File: config.mk
export PLATFORM = sky130hd
export DESIGN_NAME = scan_readback_ctrl
export DESIGN_NICKNAME = d
export VERILOG_FILES = /design/src/rtl/scan_rb_pkg.sv /design/src/rtl/scan_word_packer.sv /design/src/rtl/scan_readback_ctrl.sv
export SDC_FILE = /design/constraint.sdc
export NUM_CORES = 1
export LEC_CHECK = 0
export ABC_AREA = 1
export CORE_MARGIN = 5
export CORE_UTILIZATION = 41
export DETAILED_ROUTE_END_ITERATION = 16
export DONT_BUFFER_PORTS = 1
export GPL_ROUTABILITY_DRIVEN = 0
export SLEW_MARGIN = 20
export SYNTH_ARGS = -nofsm -noshare
export SYNTH_HDL_FRONTEND = slang
export SYNTH_SLANG_ARGS = --single-unit
File: constraint.sdc
create_clock -name clk -period 1.99 [get_ports clk]
set_input_delay 0 -clock clk [delete_from_list [all_inputs] [get_ports clk]]
set_output_delay 0 -clock clk [all_outputs]
set_load 0.02 [all_outputs]
File: src/rtl/scan_rb_pkg.sv
// Shared types and helpers for the scan-chain readback controller.
package scan_rb_pkg;

  typedef enum logic [1:0] {
    IDLE    = 2'd0,
    CAPTURE = 2'd1,
    SHIFT   = 2'd2,
    DRAIN   = 2'd3
  } state_e;

  // Number of output words needed to carry len bits in w-bit words.
  function automatic int unsigned word_count(input int unsigned len, input int unsigned w);
    return (len + w - 1) / w;
  endfunction

endpackage

File: src/rtl/scan_word_packer.sv
// Packs serially sampled chain bits into WORD_W-bit words and presents
// them on a valid/ready holding register; flags a stall when a full
// accumulator cannot move into the holding register.
module scan_word_packer
  import scan_rb_pkg::*;
#(
  parameter int unsigned WORD_W = 4
) (
  input  logic              clk,
  input  logic              rst_n,
  input  logic              clear_i,
  input  logic              sample_i,
  input  logic              bit_i,
  input  logic              last_i,
  input  logic              dout_ready_i,
  output logic [WORD_W-1:0] dout_o,
  output logic              dout_valid_o,
  output logic              stall_o,
  output logic              pending_o
);

  localparam int unsigned IDX_W = $clog2(WORD_W + 1);

  logic [WORD_W-1:0] acc_q, acc_d;
  logic [WORD_W-1:0] dout_q, dout_d;
  logic [IDX_W-1:0]  idx_q, idx_d;
  logic              last_q, last_d;
  logic              valid_q, valid_d;
  logic              pend;
  logic              hold_free;
  logic              move;

  // A word is ready to move when full, or when the final bit has been taken
  // and a partial word remains.
  assign pend      = (idx_q == IDX_W'(WORD_W)) || (last_q && (idx_q != '0));
  assign hold_free = !valid_q || dout_ready_i;
  assign move      = pend && hold_free;
  assign stall_o   = pend && !hold_free;
  assign pending_o = pend;

  assign dout_o       = dout_q;
  assign dout_valid_o = valid_q;

  // Next-state for accumulator, bit index and holding register.
  always_comb begin
    acc_d   = acc_q;
    idx_d   = idx_q;
    last_d  = last_q;
    dout_d  = dout_q;
    valid_d = valid_q;
    if (valid_q && dout_ready_i) begin
      valid_d = 1'b0;
    end
    // Move and sample may share an edge: the accumulator restarts empty
    // (zero upper bits) and the new bit lands at index 0.
    if (move) begin
      dout_d  = acc_q;
      valid_d = 1'b1;
      acc_d   = '0;
      idx_d   = '0;
    end
    if (sample_i) begin
      for (int unsigned i = 0; i < WORD_W; i++) begin
        if (IDX_W'(i) == idx_d) begin
          acc_d[i] = bit_i;
        end
      end
      idx_d = idx_d + IDX_W'(1);
      if (last_i) begin
        last_d = 1'b1;
      end
    end
    if (clear_i) begin
      acc_d  = '0;
      idx_d  = '0;
      last_d = 1'b0;
    end
  end

  // Packer state registers.
  always_ff @(posedge clk or negedge rst_n) begin
    if (!rst_n) begin
      acc_q   <= '0;
      idx_q   <= '0;
      last_q  <= 1'b0;
      dout_q  <= '0;
      valid_q <= 1'b0;
    end else begin
      acc_q   <= acc_d;
      idx_q   <= idx_d;
      last_q  <= last_d;
      dout_q  <= dout_d;
      valid_q <= valid_d;
    end
  end

endmodule

File: src/rtl/scan_readback_ctrl.sv
// Scan-chain readback controller: one functional capture edge, then
// CHAIN_LEN shift edges, streaming the chain contents out as words.
module scan_readback_ctrl
  import scan_rb_pkg::*;
#(
  parameter int unsigned CHAIN_LEN = 17,
  parameter int unsigned WORD_W    = 4
) (
  input  logic              clk,
  input  logic              rst,
  input  logic              start,
  input  logic              recirc,
  input  logic              scan_so,
  output logic              scan_en,
  output logic              scan_ce,
  output logic              scan_si,
  output logic [WORD_W-1:0] dout,
  output logic              dout_valid,
  input  logic              dout_ready,
  output logic              busy,
  output logic              done
);

  localparam int unsigned CNT_W = $clog2(CHAIN_LEN + 1);

  state_e           state_q, state_d;
  logic [CNT_W-1:0] bitcnt_q, bitcnt_d;
  logic             recirc_q, recirc_d;
  logic             clear;
  logic             sample;
  logic             last_bit;
  logic             stall;
  logic             word_pending;
  logic             ce_c;
  logic             en_c;
  logic             si_c;
  logic             done_c;

  assign last_bit = (bitcnt_q == CNT_W'(CHAIN_LEN - 1));

  // FSM next state, bit counter and chain control.
  always_comb begin
    state_d  = state_q;
    bitcnt_d = bitcnt_q;
    recirc_d = recirc_q;
    clear    = 1'b0;
    sample   = 1'b0;
    ce_c     = 1'b0;
    en_c     = 1'b0;
    si_c     = 1'b0;
    done_c   = 1'b0;
    unique case (state_q)
      IDLE: begin
        ce_c = 1'b1;
        if (start) begin
          recirc_d = recirc;
          bitcnt_d = '0;
          clear    = 1'b1;
          state_d  = CAPTURE;
        end
      end
      CAPTURE: begin
        ce_c    = 1'b1;
        state_d = SHIFT;
      end
      SHIFT: begin
        en_c   = 1'b1;
        si_c   = recirc_q & scan_so;
        ce_c   = !stall;
        sample = !stall;
        if (sample) begin
          bitcnt_d = bitcnt_q + CNT_W'(1);
          if (last_bit) begin
            state_d = DRAIN;
          end
        end
      end
      DRAIN: begin
        if (!word_pending && dout_valid && dout_ready) begin
          done_c  = 1'b1;
          state_d = IDLE;
        end
      end
      default: state_d = IDLE;
    endcase
  end

  // FSM state, bit counter and latched recirc mode.
  always_ff @(posedge clk or negedge rst) begin
    if (!rst) begin
      state_q  <= IDLE;
      bitcnt_q <= '0;
      recirc_q <= 1'b0;
    end else begin
      state_q  <= state_d;
      bitcnt_q <= bitcnt_d;
      recirc_q <= recirc_d;
    end
  end

  // IDLE drives CE high combinationally, so reset must force it low directly.
  assign scan_ce = ce_c & rst;
  assign scan_en = en_c;
  assign scan_si = si_c;
  assign busy    = (state_q != IDLE);
  assign done    = done_c;

  scan_word_packer #(
    .WORD_W (WORD_W)
  ) u_packer (
    .clk          (clk),
    .rst_n        (rst),
    .clear_i      (clear),
    .sample_i     (sample),
    .bit_i        (scan_so),
    .last_i       (last_bit),
    .dout_ready_i (dout_ready),
    .dout_o       (dout),
    .dout_valid_o (dout_valid),
    .stall_o      (stall),
    .pending_o    (word_pending)
  );

endmodule

---- Yosys cells after proc, flatten, opt, wreduce, memory -nomap -nowiden ----
Index checks and enable logic that the tools add are counted.
word-level totals
  memories ................................ 0
  bits in latches ......................... 0
  logic and storage cells ................. 80
  bits in writable memories ............... 0
  output and inout bits ................... 10
  register bits after elaboration ......... 21
  input port bits ......................... 6
  bits in read-only memories .............. 0
cells by class
  multiply operators ...................... 0
  div/mod/pow operators ................... 0
  shifts and indexed selects .............. 0
  bitwise operators ....................... 2
  add/subtract/negate cells ............... 2
  equality and inequality tests ........... 12
  magnitude comparators ................... 0
  mux-type cells .......................... 31
  reductions and logical operators ........ 25
operator list
  cell                   count
  $mux W1                16
  $mux W4                3
  $mux W5                2
  $pmux W5 S2            1
  $reduce_bool A2 Y1     5
  $mux W3                3
  $mux W2                4
  $ne A2 B2 Y1 const B   4
  $pmux W2 S4            1
  $eq A2 B3 Y1 const A   2
  $logic_and A1 B1 Y1    6
  $add A5 B1 Y5 const B  1
  $eq A5 B5 Y1 const B   1
  $eq A2 B2 Y1 const B   2
  $logic_not A1 Y1       4
  $reduce_and A2 Y1      2
  $reduce_and A4 Y1      1
  $add A3 B1 Y3 const B  1
  $eq A1 B3 Y1 const A   1
  $eq A3 B3 Y1 const B   1
  $logic_not A3 Y1       1
  $reduce_and A3 Y1      1
  $reduce_bool A3 Y1     1
  $and A1 B1 Y1          2
  5 further kinds        6

---- Logic depth before layout (Yosys ltp) ----
  word-level depth ........................ 9
  gate-level depth with buffers ........... 9
  depth with buffers taken out ............ 8

---- Cells and area by module ----
A second synthesis with hierarchy kept.
unflattened totals
  cell total of the unflattened synthesis .. 178
  area total of the unflattened synthesis .. 1,345.0 µm²
by module, submodules not included
  module              area each (µm²)  cells each  instances  seq. area each (µm²)
  scan_word_packer    719.4            95          1          325.3
  scan_readback_ctrl  625.6            83          1          200.2

---- Worst setup path after synthesis ----
OpenSTA, ideal clock, no wires.
  path kind ............................... register to output
  from .................................... reg state_q[0]
  to ...................................... out scan_ce
  stages on the path, launching flop included .. 7
  data required time ...................... 1.990 ns
  setup slack ............................. 0.329 ns
  arrival ................................. 1.661 ns
  buffers on the path ..................... 2
  cell sequence ........................... dfrtp_1 inv_1 ha_1 clkbuf_1 buf_2 nand2_1 a21oi_1
between the ends
  longest elaborated chain between the ends .. 4
  elaborated cells between the ends (all ways) .. 6
  classes of those cells .................. eq/ne: 2; mux: 1; bitwise: 1; reduce/logical: 2
RTL lines
  element                                           RTL line                   text
  from (decl)                                       scan_readback_ctrl.sv:26   state_e state_q, state_d;
  from (signal assigned)                            scan_readback_ctrl.sv:95   state_q <= state_d;
  $eq A2 B1 Y1 or $logic_not A2 Y1 (tied branches)  scan_readback_ctrl.sv:52   unique case (state_q)
  $reduce_or A2 Y1 (no source line)                 n/a
  $pmux W1 S2 *                                     scan_readback_ctrl.sv:52
  $and A1 B1 Y1 *                                   scan_readback_ctrl.sv:102  assign scan_ce = ce_c & rst;
  to (decl)                                         scan_readback_ctrl.sv:15   output logic scan_ce,
Mark *: on every way between the ends. The rest lies on a longest branch, timed or not.

---- Worst setup path after layout ----
  from .................................... reg state_q[0]
  to ...................................... out scan_si
between the ends
  longest elaborated chain between the ends .. 2
RTL lines
  element       RTL line                  text
  $eq A2 B2 Y1  scan_readback_ctrl.sv:52
  $mux W1       scan_readback_ctrl.sv:52
  to (decl)     scan_readback_ctrl.sv:16  output logic scan_si,
No other way between the ends.

==> impl_metrics.ini <==
[global_route]
grt_pass1_vias = 989
grt_pass1_wl_um = 4570
grt_usage_pct = 13.8
grt_start_max_net_pins = 22
grt.overflow.total = 0
antenna_found_initial = 0

[floorplan]
ios = 16
core_area_mm2 = 0.00298
rows = 20
die_y_um = 65.0
die_width_um = 65.0
start_util_pct = 41.7
die_area_mm2 = 0.00423

[cts]
cts_made_buffers = 3
clkLatencyLatePin_ns = 0.31
h-tree-depth = 1
tritoncts = built
cts_buffer_depth = 2
cts.sinks = 21
cts_root_buffer = clkbuf_4
clk_pin_slew_worst_paths_ns = 0.13

[status]
status = complete, no violations

[power_and_ir_drop]
peakVddDrop_uv = 686
p_total_uw = 1850
power_leakage_uw = 0.000715
p_per_area_mw_per_mm2 = 1360

[setup_path]
r2r_setup_slack_ns = 0.37
required_ns = 1.99
critPathMaxFanout = 13
endpoint_kind = output port
crit_arrival_ns = 1.75
worstSetupPathType = register to output port
rr_worst_depth = 8
r2r-start = state_q[0]
start_kind = register
reg2reg_to = state_q[0]

[logic_synthesis]
synth_ff_type = dfrtp_1
async_flop_share_pct = 100
synth_top_cell_area_share_pct = 42.3
synth_cells = 163
yosys-top-cells-area = dfrtp_1, nand2_1, ha_1, inv_1, nor2_1
synth_top_cell_by_area = dfrtp_1
yosys_register_bits = 21
yosys.cell_types.count = 25
yosys_warnings = 0
syn_nets = 175
ys_seq_area_share_pct = 42.3
synth_area_mm2 = 0.00124
synth_edf_count = 0
syn_area_per_cell_um2 = 7.61

[timing]
finalSetupTns_ns = 0
hold_viol_final = 0
fin_skew_ns = 0.00598
max-slew-margin-rel_pct = 68.1
setup_violations = 0
period_needed_ns = 1.75
timing.final.max_slew_violations = 0
rsz0062_at_grt = false
fmax_mhz = 572
fin_crit_sh_pct = 87.9
worstMarginPinSlew_ns = 0.479

[cells_and_area]
utilization_pct = 45.7
area_growth_pct = 9.58
drive_gt1_share_pct = 15.1
layout_commonest_cell = nand2_1
layout_common_cells = nand2_1, dfrtp_1, inv_1, nor2_1, nand3_1
final_nets = 185
n_antenna_cell = 0

[hold_path]
hold_start = start
holdPathStages = 3
min_to = u_packer.acc_q[2]
min_path_type = input port to register

[job]
maxCapViolCount = 0

[routing]
route.vias.total = 1026
viasPerCell = 5.00
drc = 0
wirelength_um = 2570
firstDrtPassIters = 4
wire_per_inst_um = 12.5
ant_nets = 0
dr.first_iter.drc_count = 38

[placement]
hpwl_um = 1880
io_buffers = 0
state kept, by name (all words and copies together) (netlist names):
register,flops
bitcnt_q,5
recirc_q,1
state_q,2
u_packer.acc_q,4
u_packer.dout_o,4
u_packer.dout_valid_o,1
u_packer.idx_q,3
u_packer.last_q,1
where the power goes:
| part | total [uW] | internal, uW | switching (uW) |
|---|---|---|---|
| registers | 706 | 548 | 158 |
| clock network | 211 | 75.0 | 136 |
| logic | 933 | 321 | 613 |
cells by family after synthesis:
kind of cell    Yosys count  share of synthesized area (%)
compound gates           16                           7.56
xor+xnor                  2                           1.41
fa+ha+maj                 6                           6.05
buf+inv                  25                           8.27
flops                    21                           42.3
simple gates             93                           34.4
final cells by class:
type | count | area, um2
fill | 318 | 1620
multi-input combinational | 117 | 616
sequential | 21 | 526
inverter | 22 | 82.6
timing repair buffer | 8 | 67.6
tap | 33 | 41.3
clock buffer | 3 | 22.5
clock inverter | 1 | 5.00
Yosys cell counts (3+ instances only):
| library cell | number |
|---|---|
| nand2_1 | 55 |
| nand3_2 | 3 |
| a21oi_1 | 6 |
| nor2_1 | 14 |
| dfrtp_1 | 21 |
| nand4_1 | 4 |
| nand3_1 | 8 |
| o21ai_1 | 5 |
| ha_1 | 6 |
| inv_2 | 3 |
| inv_1 | 19 |
repair_timing:
item / CTS / global route
buffers inserted: 0 / 0
hold buffers: 4 / 1
setup endpoints to repair: 0 / 2
hold endpoints to repair: 26 / 21
gates resized for setup: 0 / 1
per-stage QoR:
| stage | instance area, um2 | hold slack [ns] | instances | setup slack (ns) |
|---|---|---|---|---|
| floorplan | 1240 | -0.296 | 163 | 0.329 |
| global placement | 1280 | -0.295 | 196 | 0.423 |
| detailed placement | 1280 | -0.295 | 196 | 0.330 |
| CTS | 1350 | 0.0437 | 204 | 0.0637 |
| global route | 1360 | 0.0622 | 205 | 0.0690 |
| finish | 1360 | 0.0508 | 205 | 0.242 |
worst max path at each step:
stage / cells past startpoint / slack (ns) / endpoint / start
after floorplan: 6 / 0.33 / scan_ce / state_q[0]
after detailed placement: 7 / 0.33 / bitcnt_q[2] / state_q[0]
after CTS: 5 / 0.06 / scan_si / state_q[0]
after global routing: 6 / 0.07 / scan_ce / state_q[0]
final: 5 / 0.24 / scan_si / state_q[0]
after global placement: 7 / 0.42 / u_packer.acc_q[3] / state_q[0]
metal layers:
layer | vias up | global-route usage, % | part of all wire [%]
met2 | 27 | 21.6 | 44
li1 | 525 | - | -
met5 | - | 0 | 0
met4 | 0 | 4.66 | 1.3
met3 | 4 | 4.16 | 6.2
met1 | 470 | 18.2 | 48
worst max-delay path: stages (launching register included):
cell	delay, ns
dfrtp_1	0.43
inv_1	0.10
ha_2	0.34
buf_4	0.19
nand2_1	0.05
nor2_1	0.33
No activity file was read; power rests on OpenSTA's default activity.
